[config.mk]
export PLATFORM = sky130hd
export DESIGN_NAME = alu_multicycle
export DESIGN_NICKNAME = d
export VERILOG_FILES = /design/src/rtl/alu_pkg.sv /design/src/rtl/alu_muldiv_iter.sv /design/src/rtl/alu_multicycle.sv
export SDC_FILE = /design/constraint.sdc
export NUM_CORES = 1
export LEC_CHECK = 0
export BUFFER_PORTS_ARGS = -buffer_cell sky130_fd_sc_hd__buf_2
export CORE_ASPECT_RATIO = 0.7
export CORE_MARGIN = 2
export CORE_UTILIZATION = 44
export DETAILED_ROUTE_END_ITERATION = 8
export SETUP_SLACK_MARGIN = 0.1
export SKIP_CTS_REPAIR_TIMING = 1
export SLEW_MARGIN = 20
export SYNTH_ARGS = -nofsm -noshare
export SYNTH_HDL_FRONTEND = slang
export SYNTH_SLANG_ARGS = --single-unit
[constraint.sdc]
create_clock -name clk -period 8.3 [get_ports clk]
set_clock_uncertainty 0.15 [all_clocks]
set_input_delay 1.245 -clock clk [delete_from_list [all_inputs] [get_ports clk]]
set_output_delay 1.245 -clock clk [all_outputs]
set_load 0.01 [all_outputs]
[src/rtl/alu_pkg.sv]
// Shared definitions for the multicycle ALU: opcode encodings, controller
// state type and opcode classification helpers. Nothing here depends on WIDTH.
package alu_pkg;

    localparam logic [3:0] OP_ADD   = 4'b0000;
    localparam logic [3:0] OP_SUB   = 4'b0001;
    localparam logic [3:0] OP_AND   = 4'b0010;
    localparam logic [3:0] OP_OR    = 4'b0011;
    localparam logic [3:0] OP_XOR   = 4'b0100;
    localparam logic [3:0] OP_SLT   = 4'b0101;
    localparam logic [3:0] OP_SLTU  = 4'b0110;
    localparam logic [3:0] OP_SLL   = 4'b0111;
    localparam logic [3:0] OP_SRL   = 4'b1000;
    localparam logic [3:0] OP_SRA   = 4'b1001;
    localparam logic [3:0] OP_MUL   = 4'b1010;
    localparam logic [3:0] OP_MULHU = 4'b1011;
    localparam logic [3:0] OP_DIVU  = 4'b1100;
    localparam logic [3:0] OP_REMU  = 4'b1101;

    typedef enum logic [1:0] {
        ST_IDLE = 2'd0,
        ST_CALC = 2'd1,
        ST_DONE = 2'd2
    } alu_state_t;

    // True for opcodes served by the iterative multiply/divide engine.
    function automatic logic is_muldiv(input logic [3:0] op);
        return (op == OP_MUL) || (op == OP_MULHU) || (op == OP_DIVU) || (op == OP_REMU);
    endfunction

    // True for the divide family (restoring divide instead of shift-add).
    function automatic logic is_div(input logic [3:0] op);
        return (op == OP_DIVU) || (op == OP_REMU);
    endfunction

    // True for opcodes whose answer lives in the upper/remainder register.
    function automatic logic takes_hi(input logic [3:0] op);
        return (op == OP_MULHU) || (op == OP_REMU);
    endfunction

endpackage

[src/rtl/alu_muldiv_iter.sv]
// Iterative unsigned multiply / divide engine, one bit per clock.
// A start pulse loads the operands; exactly WIDTH iteration cycles follow.
// done is high during the final iteration cycle and result then carries the
// value that iteration produces, so the caller can register it on that edge.
// Multiply: {hi,lo} is the shift-add product register, lo starts as src_a.
// Divide:   hi is the partial remainder, lo shifts dividend bits out and
//           quotient bits in. A zero divisor naturally yields quotient all
//           ones and remainder equal to the dividend.
module alu_muldiv_iter
    import alu_pkg::*;
#(
    parameter int WIDTH = 32
) (
    input  logic             clk,
    input  logic             rst,
    input  logic             start,
    input  logic [3:0]       op,
    input  logic [WIDTH-1:0] op_a,
    input  logic [WIDTH-1:0] op_b,
    output logic             done,
    output logic [WIDTH-1:0] result
);

    localparam int CNT_W = $clog2(WIDTH) + 1;

    logic [CNT_W-1:0] cnt;
    logic [3:0]       op_q;
    logic [WIDTH-1:0] hi_q;
    logic [WIDTH-1:0] lo_q;
    logic [WIDTH-1:0] b_q;
    logic [WIDTH-1:0] hi_nxt;
    logic [WIDTH-1:0] lo_nxt;
    logic [WIDTH:0]   sum;
    logic [WIDTH:0]   shifted;
    logic [WIDTH:0]   trial;

    // One iteration step for either algorithm, selected by the captured opcode.
    always_comb begin
        sum     = {1'b0, hi_q} + (lo_q[0] ? {1'b0, b_q} : {(WIDTH+1){1'b0}});
        shifted = {hi_q, lo_q[WIDTH-1]};
        trial   = shifted - {1'b0, b_q};
        if (is_div(op_q)) begin
            if (!trial[WIDTH]) begin
                hi_nxt = trial[WIDTH-1:0];
                lo_nxt = {lo_q[WIDTH-2:0], 1'b1};
            end else begin
                hi_nxt = shifted[WIDTH-1:0];
                lo_nxt = {lo_q[WIDTH-2:0], 1'b0};
            end
        end else begin
            hi_nxt = sum[WIDTH:1];
            lo_nxt = {sum[0], lo_q[WIDTH-1:1]};
        end
    end

    // Operand capture on start, then a down-counted run of WIDTH iterations.
    always_ff @(posedge clk) begin
        if (rst) begin
            cnt  <= '0;
            op_q <= OP_ADD;
            hi_q <= '0;
            lo_q <= '0;
            b_q  <= '0;
        end else if (start) begin
            cnt  <= CNT_W'(WIDTH);
            op_q <= op;
            hi_q <= '0;
            lo_q <= op_a;
            b_q  <= op_b;
        end else if (cnt != '0) begin
            cnt  <= cnt - CNT_W'(1);
            hi_q <= hi_nxt;
            lo_q <= lo_nxt;
        end
    end

    assign done   = (cnt == CNT_W'(1));
    assign result = takes_hi(op_q) ? hi_nxt : lo_nxt;

endmodule

[src/rtl/alu_multicycle.sv]
// Multicycle ALU with valid/ready handshakes on both sides.
// Single-cycle ops are evaluated from the inputs on the accepting edge and
// presented one cycle later. MUL/MULHU/DIVU/REMU use alu_muldiv_iter, which
// is only built when the macro ALU_MULDIV_EN is defined; otherwise those
// opcodes complete in one cycle with result 0.
//
// state   | meaning
// --------+--------------------------------------------------------------
// IDLE    | waiting for a request; in_ready high
// CALC    | iterative engine running (WIDTH cycles); busy high
// DONE    | result/zero held with out_valid high until out_ready
module alu_multicycle
    import alu_pkg::*;
#(
    parameter int WIDTH = 32
) (
    input  logic             clk,
    input  logic             rst,
    input  logic             in_valid,
    output logic             in_ready,
    input  logic [3:0]       alu_control,
    input  logic [WIDTH-1:0] src_a,
    input  logic [WIDTH-1:0] src_b,
    output logic             out_valid,
    input  logic             out_ready,
    output logic [WIDTH-1:0] result,
    output logic             zero,
    output logic             busy
);

    localparam int SH_W = $clog2(WIDTH);

    alu_state_t       state;
    logic [SH_W-1:0]  shamt;
    logic [WIDTH-1:0] single_res;

    assign shamt = src_b[SH_W-1:0];

`ifdef ALU_MULDIV_EN
    logic             md_start;
    logic             md_done;
    logic [WIDTH-1:0] md_result;

    assign md_start = (state == ST_IDLE) && in_valid && is_muldiv(alu_control);

    alu_muldiv_iter #(
        .WIDTH (WIDTH)
    ) u_muldiv (
        .clk    (clk),
        .rst    (rst),
        .start  (md_start),
        .op     (alu_control),
        .op_a   (src_a),
        .op_b   (src_b),
        .done   (md_done),
        .result (md_result)
    );
`endif

    // Single-cycle datapath, evaluated from the live request inputs.
    always_comb begin
        single_res = '0;
        case (alu_control)
            OP_ADD:  single_res = src_a + src_b;
            OP_SUB:  single_res = src_a - src_b;
            OP_AND:  single_res = src_a & src_b;
            OP_OR:   single_res = src_a | src_b;
            OP_XOR:  single_res = src_a ^ src_b;
            OP_SLT:  single_res = {{(WIDTH-1){1'b0}}, ($signed(src_a) < $signed(src_b))};
            OP_SLTU: single_res = {{(WIDTH-1){1'b0}}, (src_a < src_b)};
            OP_SLL:  single_res = src_a << shamt;
            OP_SRL:  single_res = src_a >> shamt;
            OP_SRA:  single_res = WIDTH'($signed(src_a) >>> shamt);
            OP_MUL, OP_MULHU, OP_DIVU, OP_REMU: single_res = '0;
            default: single_res = '0;
        endcase
    end

    // Controller: state sequencing with all handshake outputs registered.
    always_ff @(posedge clk) begin
        if (rst) begin
            state     <= ST_IDLE;
            in_ready  <= 1'b1;
            out_valid <= 1'b0;
            busy      <= 1'b0;
            result    <= '0;
            zero      <= 1'b1;
        end else begin
            case (state)
                ST_IDLE: begin
                    if (in_valid) begin
                        in_ready <= 1'b0;
`ifdef ALU_MULDIV_EN
                        if (is_muldiv(alu_control)) begin
                            state <= ST_CALC;
                            busy  <= 1'b1;
                        end else
`endif
                        begin
                            state     <= ST_DONE;
                            out_valid <= 1'b1;
                            result    <= single_res;
                            zero      <= (single_res == '0);
                        end
                    end
                end
                ST_CALC: begin
`ifdef ALU_MULDIV_EN
                    if (md_done) begin
                        state     <= ST_DONE;
                        busy      <= 1'b0;
                        out_valid <= 1'b1;
                        result    <= md_result;
                        zero      <= (md_result == '0);
                    end
`else
                    // Unreachable without the engine; fall back to IDLE.
                    state    <= ST_IDLE;
                    in_ready <= 1'b1;
`endif
                end
                ST_DONE: begin
                    if (out_ready) begin
                        state     <= ST_IDLE;
                        out_valid <= 1'b0;
                        in_ready  <= 1'b1;
                    end
                end
                default: begin
                    state     <= ST_IDLE;
                    in_ready  <= 1'b1;
                    out_valid <= 1'b0;
                    busy      <= 1'b0;
                end
            endcase
        end
    end

endmodule

Word-level counts from Yosys, hierarchy flattened
Cells that the tools add are included.
{ "classes": {"reduce_logical": 6, "order_cmp": 2, "mux": 10, "bitwise": 4, "shift": 3, "n_addsub": 2, "eq_ne": 13} }
{ "ops": {"columns": ["op", "n"], "rows": [
  ["case mux 32 bit (10 select lines)", 1],
  ["less-than comparator 32 bit", 2],
  ["adder 32 bit", 1],
  ["bitwise AND 32 bit", 1],
  ["logical NOT 32 bit", 1],
  ["OR 32 bit", 1],
  ["<< shifter 32 x 5 -> 32 bit", 1],
  [">> shifter 32 x 5 -> 32 bit", 1],
  [">>> shifter 32 x 5 -> 32 bit", 1],
  ["subtractor 32 bit", 1],
  ["XOR 32 bit", 1],
  ["== test 4 x 3 -> 1 bit (second input constant)", 4],
  ["== test 4 x 2 -> 1 bit (second input constant)", 2],
  ["== test 4 bit (second input constant)", 2],
  ["== test 4 x 1 -> 1 bit (second input constant)", 1],
  ["logical NOT 4 bit", 1],
  ["2-to-1 mux 1 bit", 4],
  ["2-to-1 mux 2 bit", 2],
  ["!= test 2 bit (second input constant)", 2],
  ["case mux 2 bit (2 select lines)", 1],
  ["AND reduction 2 bit", 2],
  ["case mux 1 bit (3 select lines)", 1],
  ["AND reduction 3 bit", 1],
  ["== test 2 x 1 -> 1 bit (second input constant)", 1],
  ["4 further kinds", 4]
]} }
{ "word_totals": {"register_bits": 37, "elab_cells": 45, "in_bits": 72, "out_inout_bits": 36} }

Logic depth before layout (Yosys ltp)
Gate-level depths: netlist of run 1.
{ "depth": {"ltp_word": 3, "ltp_mapped": 19, "ltp_nobuf": 15} }

Worst setup path before layout of run 1
Ideal clock, no wire load.
{ "synth_path": {"path_type": "input to register", "start": "input port src_b[1]", "end": "register zero", "setup_ps": 84, "stages": 16, "required_time_ps": 8066, "path_buffers": 3, "slack_ps": 3150, "arrival_time_ps": 4916, "cell_sequence": "buf_2 clkinv_1 buf_2 clkbuf_1 fa_1 nor2b_1 o311ai_1 a211oi_1 o311a_1 a311oi_1 o221ai_1 nor4bb_1 nand4_1 nor4_1 nand4_1 o31ai_2"} }
{ "synth_between": {"elab_chain_cells": 3, "word_cells_on_any_way": 12, "cone_classes": "add/sub: 2; order compare: 2; shift: 3; mux: 1; bitwise: 3; reduce/logical: 1"} }
{ "synth_lines": {"columns": ["item", "line", "rtl"], "rows": [
  ["start: declaration", "alu_multicycle.sv:23", "input logic [WIDTH-1:0] src_b,"],
  ["subtractor 32 bit (tied with other cells)", "alu_multicycle.sv:65", "OP_SUB: single_res = src_a - src_b;"],
  ["case mux 32 bit (10 select lines) *", "alu_multicycle.sv:63", "case (alu_control)"],
  ["logical NOT 32 bit *", "alu_multicycle.sv:103", "zero <= (single_res == '0);"],
  ["end signal: assignment", "alu_multicycle.sv:103", null],
  ["end: declaration", "alu_multicycle.sv:27", "output logic zero,"]
]} }
Mark *: on every way between the ends. The rest lies on a longest branch, timed or not.
A chain may end at the register's enable or synchronous reset.

Worst setup path in the final report of run 1
{ "layout_path": {"start": "input port src_b[4]", "end": "register zero"} }
The elaborated chain is that of the path after synthesis.

==> impl_metrics.csv, run 1 <==
group,metric,value,unit
power_and_ir_drop,pwr-share-clk,17.0,%
worst_setup_path,worstPathRequired,8360,ps
synth,synth_flop_cell,"dfxtp_1",
synth,ys_types,87,
timing,slew_viol_final,0,
die,core-area,24800,µm²
cells_and_area,final_util,48.1,%
timing,setup_viol,0,
cells_and_area,fin_nets,1769,
synth,syn_inst,1594,
worst_setup_path,max_stage_delay,770,ps
power_and_ir_drop,sw_frac_of_total,52.0,%
cells_and_area,drive_gt1_share,15.6,%
die,row_count,48,
placement,gp_congestion,1.09,
power_and_ir_drop,p_per_area,102,nW/µm²
route,drtIter0Drc,2209,
clocking,htreeDepth,2,
timing,hold_slack,302,ps
global_route,grt_start_max_net_pins,69,
synth,synth_commonest_cells,"nor2_1, nand2_1, a21oi_1",
power_and_ir_drop,intPower,584,µW
route,dr.pass1.iters,6,
timing,relSlewSlack,23.9,%
synth,synth_fp_nets,1765,
die,fp.dieH,137,µm
cells_and_area,diodes,0,
worst_setup_path,start_kind,"primary input",
route,post-route-drc-count,0,
clocking,ctsLongestPathBuffers,2,
synth,postSynth.asyncResetShare,0,%
power_and_ir_drop,p_leak,4.93,nW
die,start_util,45.1,%
cells_and_area,syn2layout_area_growth,6.56,%
route,post_drt_wl_per_cell,29.6,µm
power_and_ir_drop,p_seq_share,15.8,%
power_and_ir_drop,p_comb_share,67.3,%
synth,ys_seq_area_share,6.26,%
route,drt_wl_total,57.0,mm
power_and_ir_drop,p_sw,633,µW
clocking,clk_latency,290,ps
die,io-pin-count,108,
synth,synth_edf_count,0,
route,drtAntennaViolNets,0,
synth,yosysMostFrequentCell,"nor2_1",
timing,worst_slew_pin_slew,1130,ps
synth,synthTopCellsByArea,"ha_1, mux4_2, dfxtp_1",
timing,rsz0062_at_grt,"no",
global_route,grt_pass1_wl,83.2,mm
global_route,grt_usage,41.6,%
timing,finalCriticalPeriod,6200,ps
clocking,path_clk_slew,60,ps
clocking,cts-root-buf,"clkbuf_16",
worst_setup_path,worst-setup-path-type,"primary input to register",
run_status,status,"completed",
worst_hold_path,min_path_type,"register to register",
synth,synth_top_cell_area_share,10.8,%
timing,fmax,0.161,GHz
global_route,grt-ovfl-total,0,
worst_setup_path,path_cells,"buf_2, inv_1, ha_1, inv_1, o311ai_1, a211oi_1, nor3_1, xor2_1, a221o_1, nor4_1, nand4_1, nor4_1, nand4_1, o31ai_2",
synth,avgSynthCellArea,7.02,µm²
route,post_drt_via_cell_ratio,7.24,
synth,ys_warn_count,0,
global_route,grt_pass1_vias,12261,
global_route,grt_antenna_before_repair,1,
clocking,cts_buffers,5,
worst_setup_path,arrival,6260,ps
job,cap_violations,0,
synth,syn_area,11200,µm²
worst_setup_path,crit_family,"compound AO/OA/AOI/OAI gates",
die,die_w,195,µm
power_and_ir_drop,vdd_drop_max,0.0000850,V
timing,min_period_over_period,74.7,%
worst_setup_path,slowest_stage,"a211oi_1",
synth,ys_seq_elements,35,
worst_setup_path,cp.buffers_inverters,3,
worst_setup_path,cp_max_fo,33,
placement,dp_hpwl,44.3,mm
clocking,cts_sinks,35,
route,vias,13930,
die,die-area,26800,µm²
placement,io_buffers,106,
timing,fin_setup_tns,0,ps
clocking,tritoncts,"yes",
worst_setup_path,endpoint_kind,"register",
synth,synth_area_leader_cell,"ha_1",
timing,hold_viol,0,
==> metal layers <==
layer  up-vias  routed length [µm]  track usage [%]
met1      6673               25200             61.7
met4         2                1340             8.16
met2      1095               21900             57.4
li1       6062                   -                -
met3        98                8480             13.8
met5         -                   8                0
==> power groups by stage <==
| stage | combinational [mW] | sequential (mW) | clock, mW |
|---|---|---|---|
| finish | 0.818 | 0.192 | 0.207 |
| floorplan | 0.503 | 0.202 | 0 |
| global route | 0.862 | 0.193 | 0.216 |
| global placement | 0.780 | 0.194 | 0 |
| detailed placement | 0.776 | 0.195 | 0 |
| CTS | 0.780 | 0.192 | 0.209 |
==> cell usage in the layout (no fill, tap or decap), drive strengths merged, types with 22 or more instances in the layout <==
cell / instances
o21ai: 92
nand3: 44
a211oi: 44
nor3: 49
o22ai: 29
o211ai: 35
nand2: 139
mux4: 41
a221oi: 22
mux2i: 46
buf: 128
ha: 97
dfxtp: 35
nand2b: 23
inv: 98
a21oi: 129
mux2: 40
nor2: 168
==> kinds of logic (layout without fill, tap and decap cells) <==
family                   Yosys count  in the layout  share of synthesized area [%]
AO/OA/AOI/OAI                    554            554                           34.0
XOR/XNOR                           7              7                          0.548
adder cells (fa/ha/maj)           99             99                           11.2
buffers and inverters            230            235                           8.38
flip-flops                        35             35                           6.26
multiplexers                     127            127                           16.4
other                              1              1                         0.0335
AND/OR/NAND/NOR                  541            541                           23.2
==> cell type report <==
cell class / count / area [µm²]
multi-input cells: 1329 / 9600
inverters: 99 / 372
clock buffers: 8 / 156
flip-flops and latches: 35 / 701
fillers: 2572 / 12900
well taps: 325 / 407
repair buffers: 128 / 698
==> per-stage QoR <==
stage               worst slack, ps  cell area, µm²  instances  power [mW]
finish                         2100           11900       1924        1.22
global route                   1870           11900       1924        1.27
CTS                            2290           11900       1924        1.18
detailed placement             1980           11800       1916       0.971
global placement               2080           11800       1916       0.974
floorplan                      3150           11200       1594       0.705
==> worst reg2reg max path, stage by stage, from the launching register on <==
cell,delay [ps]
dfxtp_1,360
nor2b_4,840
o211ai_1,240
a21oi_1,170
o21ai_0,140
nor3_1,360
nand4_1,190
nor4_1,470
nand4_1,220
o31ai_2,210
==> flip-flops by register name, indices dropped and copies added, names as in the netlist <==
name       flops
result        32
out_valid      1
zero           1
in_ready       1
==> path summary, 6_finish.rpt <==
check / start / endpoint / slack, ps / cells after the start
worst min-delay path: result[21] / result[21] / 300 / 2
worst max-delay path: src_b[4] / zero / 2100 / 14
worst max register to register: out_valid / zero / 4880 / 9
worst min register to register: result[21] / result[21] / 300 / 2
Note: power is estimated with default switching activity, not from simulation.
==> inputs of run 2 (changes only) <==
--- a/config.mk
+++ b/config.mk
@@ -5,6 +5,7 @@
 export SDC_FILE = /design/constraint.sdc
 export NUM_CORES = 1
 export LEC_CHECK = 0
+export ABC_AREA = 1
 export BUFFER_PORTS_ARGS = -buffer_cell sky130_fd_sc_hd__buf_2
 export CORE_ASPECT_RATIO = 0.7
 export CORE_MARGIN = 2
==> constraint.sdc (replaced) <==
create_clock -name clk -period 5 [get_ports clk]
set_clock_uncertainty 0.15 [all_clocks]
set_input_delay 0.75 -clock clk [delete_from_list [all_inputs] [get_ports clk]]
set_output_delay 0.75 -clock clk [all_outputs]
set_load 0.01 [all_outputs]
==> impl_metrics.csv, run 2 <==
group,metric,value,unit
power_and_ir_drop,p_leak,6.92,nW
route,drtIter0Drc,2345,
cells_and_area,largest_register_ffs,32,
cells_and_area,mostFrequentLayoutCells,"nand2_1, nand3_1, inv_1",
synth,synth_commonest_cells,"nand2_1, nand3_1, inv_1, nor2_1, ha_1",
cells_and_area,final_util,47.4,%
synth,yosysMostFrequentCell,"nand2_1",
clocking,ctsLongestPathBuffers,2,
timing,finalCriticalPeriod,3980,ps
global_route,grt_pass1_wl,84.6,mm
synth,muxShareOfSynthArea,0,%
clocking,clk_latency,280,ps
placement,place_worst_setup_slack,878,ps
synth,synth_flop_cell,"dfxtp_1",
die,io-pin-count,108,
clocking,cts_sinks,35,
cells_and_area,diodes,0,
synth,synth-compound-area-share,12.1,%
route,post_drt_wl_per_cell,22.4,µm
global_route,grt_pass1_vias,13421,
clocking,tritoncts,"yes",
cells_and_area,final_area,12200,µm²
route,dr.pass1.iters,7,
die,die-area,27400,µm²
synth,ys_seq_elements,35,
power_and_ir_drop,p_comb_share,65.6,%
worst_setup_path,endpoint_kind,"register",
route,vias,15461,
global_route,grt_usage,40.9,%
power_and_ir_drop,p_seq_share,16.0,%
synth,syn_inst,2226,
cells_and_area,drive_gt1_share,10.5,%
timing,fin_ws,1020,ps
cells_and_area,fin_nets,2420,
worst_hold_path,min_path_type,"register to register",
synth,synth_top_family_by_area,"simple AND/OR/NAND/NOR gates",
timing,min_period_over_period,79.6,%
worst_setup_path,worst-setup-path-type,"primary input to register",
power_and_ir_drop,vdd_drop_max,0.000186,V
clocking,cts-root-buf,"clkbuf_16",
timing,slew_viol_final,0,
global_route,grt-ovfl-total,0,
synth,syn_area,11500,µm²
cells_and_area,layout_commonest_cell,"nand2_1",
die,fp.dieH,139,µm
placement,dp_hpwl,47.5,mm
cells_and_area,top_register,"result",
timing,rsz0062_at_grt,"no",
worst_setup_path,worstPathRequired,5080,ps
synth,synth_fp_nets,2397,
power_and_ir_drop,p_per_area,165,nW/µm²
synth,synth_edf_count,0,
timing,relSlewSlack,51.2,%
worst_setup_path,cp_max_fo,8,
job,cap_violations,0,
route,post_drt_via_cell_ratio,5.99,
placement,gp_congestion,1.05,
synth,synth_xor_area_share,0.0763,%
power_and_ir_drop,intPower,903,µW
timing,worst_slew_pin_slew,729,ps
die,core-area,25700,µm²
synth,postSynth.asyncResetShare,0,%
run_status,status,"completed",
synth,ys_types,50,
worst_setup_path,start_kind,"primary input",
timing,setup_viol,0,
die,start_util,44.7,%
synth,ys_seq_area_share,6.10,%
synth,synthSimpleGateAreaFrac,56.2,%
synth,ys_warn_count,0,
global_route,grt_start_max_net_pins,66,
timing,fmax,0.251,GHz
clocking,htreeDepth,2,
placement,dpl-instance-area,12000,µm²
synth,synth_top_cell_area_share,22.3,%
synth,synth_area_leader_cell,"nand2_1",
clocking,path_clk_slew,60,ps
cells_and_area,syn2layout_area_growth,6.01,%
placement,io_buffers,106,
synth,avgSynthCellArea,5.16,µm²
worst_setup_path,arrival,4060,ps
power_and_ir_drop,sw_frac_of_total,55.1,%
route,drtAntennaViolNets,0,
die,die_w,197,µm
timing,hold_viol,0,
route,drt_wl_total,57.9,mm
power_and_ir_drop,pwr-share-clk,18.4,%
timing,fin_setup_tns,0,ps
power_and_ir_drop,p_sw,1.11,mW
global_route,grt_antenna_before_repair,0,
synth,synthTopCellsByArea,"nand2_1, nand3_1, ha_1",
clocking,cts_buffers,5,
route,post-route-drc-count,0,
synth,synthAdderAreaFrac,10.9,%
die,row_count,49,
[run 2: cell count changes in the layout (fill, tap and decap cells not counted), moves of 31 or more]
| cell | change |
|---|---|
| nand3_1 | +376 |
| inv_1 | +167 |
| mux4_2 | -41 |
| mux2_2 | -37 |
| nand2_2 | +31 |
| a21oi_1 | -39 |
| mux2i_1 | -46 |
| nand2_1 | +542 |
| a211oi_1 | -38 |
| nor2_1 | +40 |
[run 2: cell type report]
cell class,count,area [µm²]
clock buffer,5,125
clock inverter,3,46.3
tap,331,414
inverter,281,1060
fill,2968,13500
sequential,35,701
multi-input combinational,1801,9130
timing repair buffer,125,698
[run 2: worst paths after layout]
| path | slack (ps) | to | from | depth (start not counted) |
|---|---|---|---|---|
| setup reg to reg | 3180 | result[7] | out_valid | 5 |
| hold reg to reg | 320 | in_ready | in_ready | 2 |
| setup / recovery | 1020 | zero | src_b[0] | 21 |
| hold / removal | 320 | in_ready | in_ready | 2 |
[run 2: power by group through the flow]
stage / logic (mW) / clock network (mW) / registers (mW)
after detailed placement: 1.25 / 0 / 0.325
after global routing: 1.42 / 0.389 / 0.323
after floorplan: 0.823 / 0 / 0.333
final: 1.32 / 0.370 / 0.321
after global placement: 1.25 / 0 / 0.326
after CTS: 1.26 / 0.373 / 0.320
[run 2: cell families (layout without fill, tap and decap cells)]
family,after synthesis,count (layout)
buffers and inverters,390,414
AO/OA/AOI/OAI,243,243
other,1,1
adder cells (fa/ha/maj),99,99
AND/OR/NAND/NOR,1457,1457
XOR/XNOR,1,1
flip-flops,35,35
[run 2: routing by layer]
layer / track usage [%] / wire length, µm / part of all wire, %
met1: 62.8 / 25900 / 45
met2: 53.7 / 21500 / 37
met3: 12.7 / 8810 / 15
met4: 9.54 / 1600 / 2.8
met5: 0 / 0 / 0
[run 2: worst max-delay path, cell delays in order]
cell     delay, ps
buf_2          200
ha_1           350
fa_1           320
nand2_1        100
nand3_1        150
nand3_1        140
nand2_1        170
nand2_1         90
nand2_1        260
nand2_1         80
nand3_1         70
nand2_1         50
nor2_1         380
nand2_1        280
nor2_1         150
nand2_1         90
nor2_1         100
nand3_1         90
nor2_1         110
nand2_1         60
nand2_1         50
[run 2: per-stage QoR]
stage                     cells  power [mW]  hold slack (ps)
after floorplan            2226        1.16              322
after global placement     2573        1.58              279
after detailed placement   2573        1.58              320
after CTS                  2581        1.95              331
after global routing       2581        2.13              359
final                      2581        2.01              322
==> inputs of run 3 (changes only) <==
--- a/config.mk
+++ b/config.mk
@@ -5,7 +5,7 @@
 export SDC_FILE = /design/constraint.sdc
 export NUM_CORES = 1
 export LEC_CHECK = 0
-export ABC_AREA = 1
+export ABC_AREA = 0
 export BUFFER_PORTS_ARGS = -buffer_cell sky130_fd_sc_hd__buf_2
 export CORE_ASPECT_RATIO = 0.7
 export CORE_MARGIN = 2
==> constraint.sdc (replaced) <==
create_clock -name clk -period 3.75 [get_ports clk]
set_clock_uncertainty 0.15 [all_clocks]
set_input_delay 0.5625 -clock clk [delete_from_list [all_inputs] [get_ports clk]]
set_output_delay 0.5625 -clock clk [all_outputs]
set_load 0.01 [all_outputs]
==> impl_metrics.csv, run 3 (synthesis gave the netlist of run 1 again) <==
group,metric,value,unit
worst_setup_path,crit_path_frequent_cell,"buf_4",
global_route,grt_pass1_vias,14861,
cells_and_area,final_util,68.0,%
placement,dp_hpwl,53.5,mm
worst_hold_path,worstHoldStart,"result[21]",
global_route,grtUsageMet2,65.8,%
die,fp.dieH,137,µm
worst_setup_path,r2r_setup_slack,970,ps
die,io-pin-count,108,
die,die_w,195,µm
cells_and_area,fill_cells,2196,
timing,min_period_over_period,106,%
clocking,cts_buffers,5,
clocking,cts_sinks,35,
cells_and_area,fin_nets,2327,
worst_setup_path,worstPathRequired,3810,ps
worst_setup_path,r2r_start,"out_valid",
global_route,grt_start_max_net_pins,48,
route,vias,16540,
worst_setup_path,cp.depth,16,
power_and_ir_drop,p_leak,7.77,nW
worst_setup_path,r2r-end,"zero",
worst_setup_path,cp.buffers_inverters,5,
clocking,ctsLongestPathBuffers,2,
worst_setup_path,slowest_stage,"mux4_2",
route,post-route-drc-count,0,
route,drt_wl_total,64.9,mm
route,drtIter0Drc,2818,
power_and_ir_drop,p_per_area,209,nW/µm²
route,post_drt_via_cell_ratio,6.66,
power_and_ir_drop,p_total,3.52,mW
power_and_ir_drop,vdd_drop_max,0.000246,V
worst_setup_path,endpoint_kind,"register",
worst_setup_path,start_kind,"primary input",
worst_hold_path,min_path_type,"register to register",
worst_setup_path,arrival,4040,ps
worst_setup_path,worstSetupEndpoint,"zero",
route,post_drt_wl_per_cell,26.2,µm
die,die-area,26800,µm²
worst_setup_path,crit_family,"simple AND/OR/NAND/NOR gates",
die,start_util,45.1,%
die,row_count,48,
global_route,grt_pass1_wl,93.6,mm
placement,gp_congestion,1.14,
job,cap_violations,0,
route,dr.pass1.iters,6,
cells_and_area,syn2layout_area_growth,50.6,%
cells_and_area,layout_commonest_cell,"buf_4",
worst_setup_path,worst-setup-path-type,"primary input to register",
cells_and_area,largest_register_ffs,32,
timing,relSlewSlack,40.9,%
worst_setup_path,worstRegToRegCells,10,
clocking,tritoncts,"yes",
route,drtAntennaViolNets,0,
clocking,cts-root-buf,"clkbuf_16",
timing,fin_setup_tns,-343,ps
global_route,met1_usage,66.5,%
timing,fin_ws,-239,ps
worst_setup_path,setup.worst_path.start,"src_b[1]",
timing,hold_viol,0,
run_status,status,"finished, violations left",
timing,fmax,0.251,GHz
clocking,clk_latency,280,ps
clocking,htreeDepth,2,
worst_setup_path,max_stage_delay,570,ps
global_route,grt_busiest_layer,"met1",
run_status,failed_checks,"setup timing",
global_route,grt_antenna_before_repair,0,
timing,rsz0062_at_grt,"yes",
timing,setup_viol,3,
placement,io_buffers,106,
worst_setup_path,cp_max_fo,11,
cells_and_area,mostFrequentLayoutCells,"buf_4, nor2_1, nand2_1",
global_route,gr-usage-met3,15.6,%
cells_and_area,top_register,"result",
timing,slew_viol_final,0,
worst_setup_path,path_cells,"buf_2, buf_12, mux4_2, mux2_2, o221ai_1, buf_4, nand2_1, a211oi_4, nand3_1, nor3_2, buf_4, nand4_1, nor4_2, buf_4, nand4_1, o31ai_2",
timing,worst_slew_pin_slew,886,ps
cells_and_area,drive_gt1_share,41.1,%
die,core-area,24800,µm²
clocking,path_clk_slew,60,ps
global_route,grt-ovfl-total,0,
global_route,grt_usage,46.5,%
placement,place_worst_setup_slack,-754,ps
timing,finalCriticalPeriod,3990,ps
-- run 3: cell type report --
type / instances / area, µm² / area share (%)
clock buffers: 8 / 156 / 0.928
diodes: 1 / 2.50 / 0.0148
multi-input cells: 1329 / 10100 / 60.0
inverters: 99 / 383 / 2.27
repair buffers: 686 / 5090 / 30.2
flip-flops and latches: 35 / 701 / 4.16
well taps: 325 / 407 / 2.41
-- run 3: how the worst min path moves through the flow --
stage                 end  slack (ps)  depth (start not counted)
6_report       result[21]         310                          2
5_1_grt        result[21]         350                          2
4_1_cts        result[21]         310                          2
3_5_place_dp   result[21]         300                          2
3_3_place_gp   result[10]         290                          2
2_1_floorplan  result[10]         330                          2
-- run 3: worst register-to-register path: cells and delay by family (launching register included) --
kind / cells / cell delay, ps
buf+inv: 1 / 170
simple gates: 5 / 940
compound gates: 4 / 1090
flops: 1 / 360
-- run 3: power by group --
group | switching, mW | leakage [nW] | total [mW] | internal, mW
Sequential | 0.0183 | 0.290 | 0.425 | 0.407
Combinational | 1.46 | 7.40 | 2.65 | 1.19
Clock | 0.162 | 0.0772 | 0.445 | 0.283
Total | 1.64 | 7.77 | 3.52 | 1.88
-- run 3: layer usage --
layer / up-vias / wire, µm
met4: 0 / 2300
met1: 7813 / 26800
met3: 169 / 10500
met2: 1394 / 25400
met5: - / 0
li1: 7164 / -
-- run 3: through the flow --
stage               std cells  area (µm²)  hold WS [ps]
finish                   2483       16900           315
global route             2482       16900           345
CTS                      2471       16300           308
detailed placement       2463       16100           300
global placement         2463       16100           292
floorplan                1594       11400           331
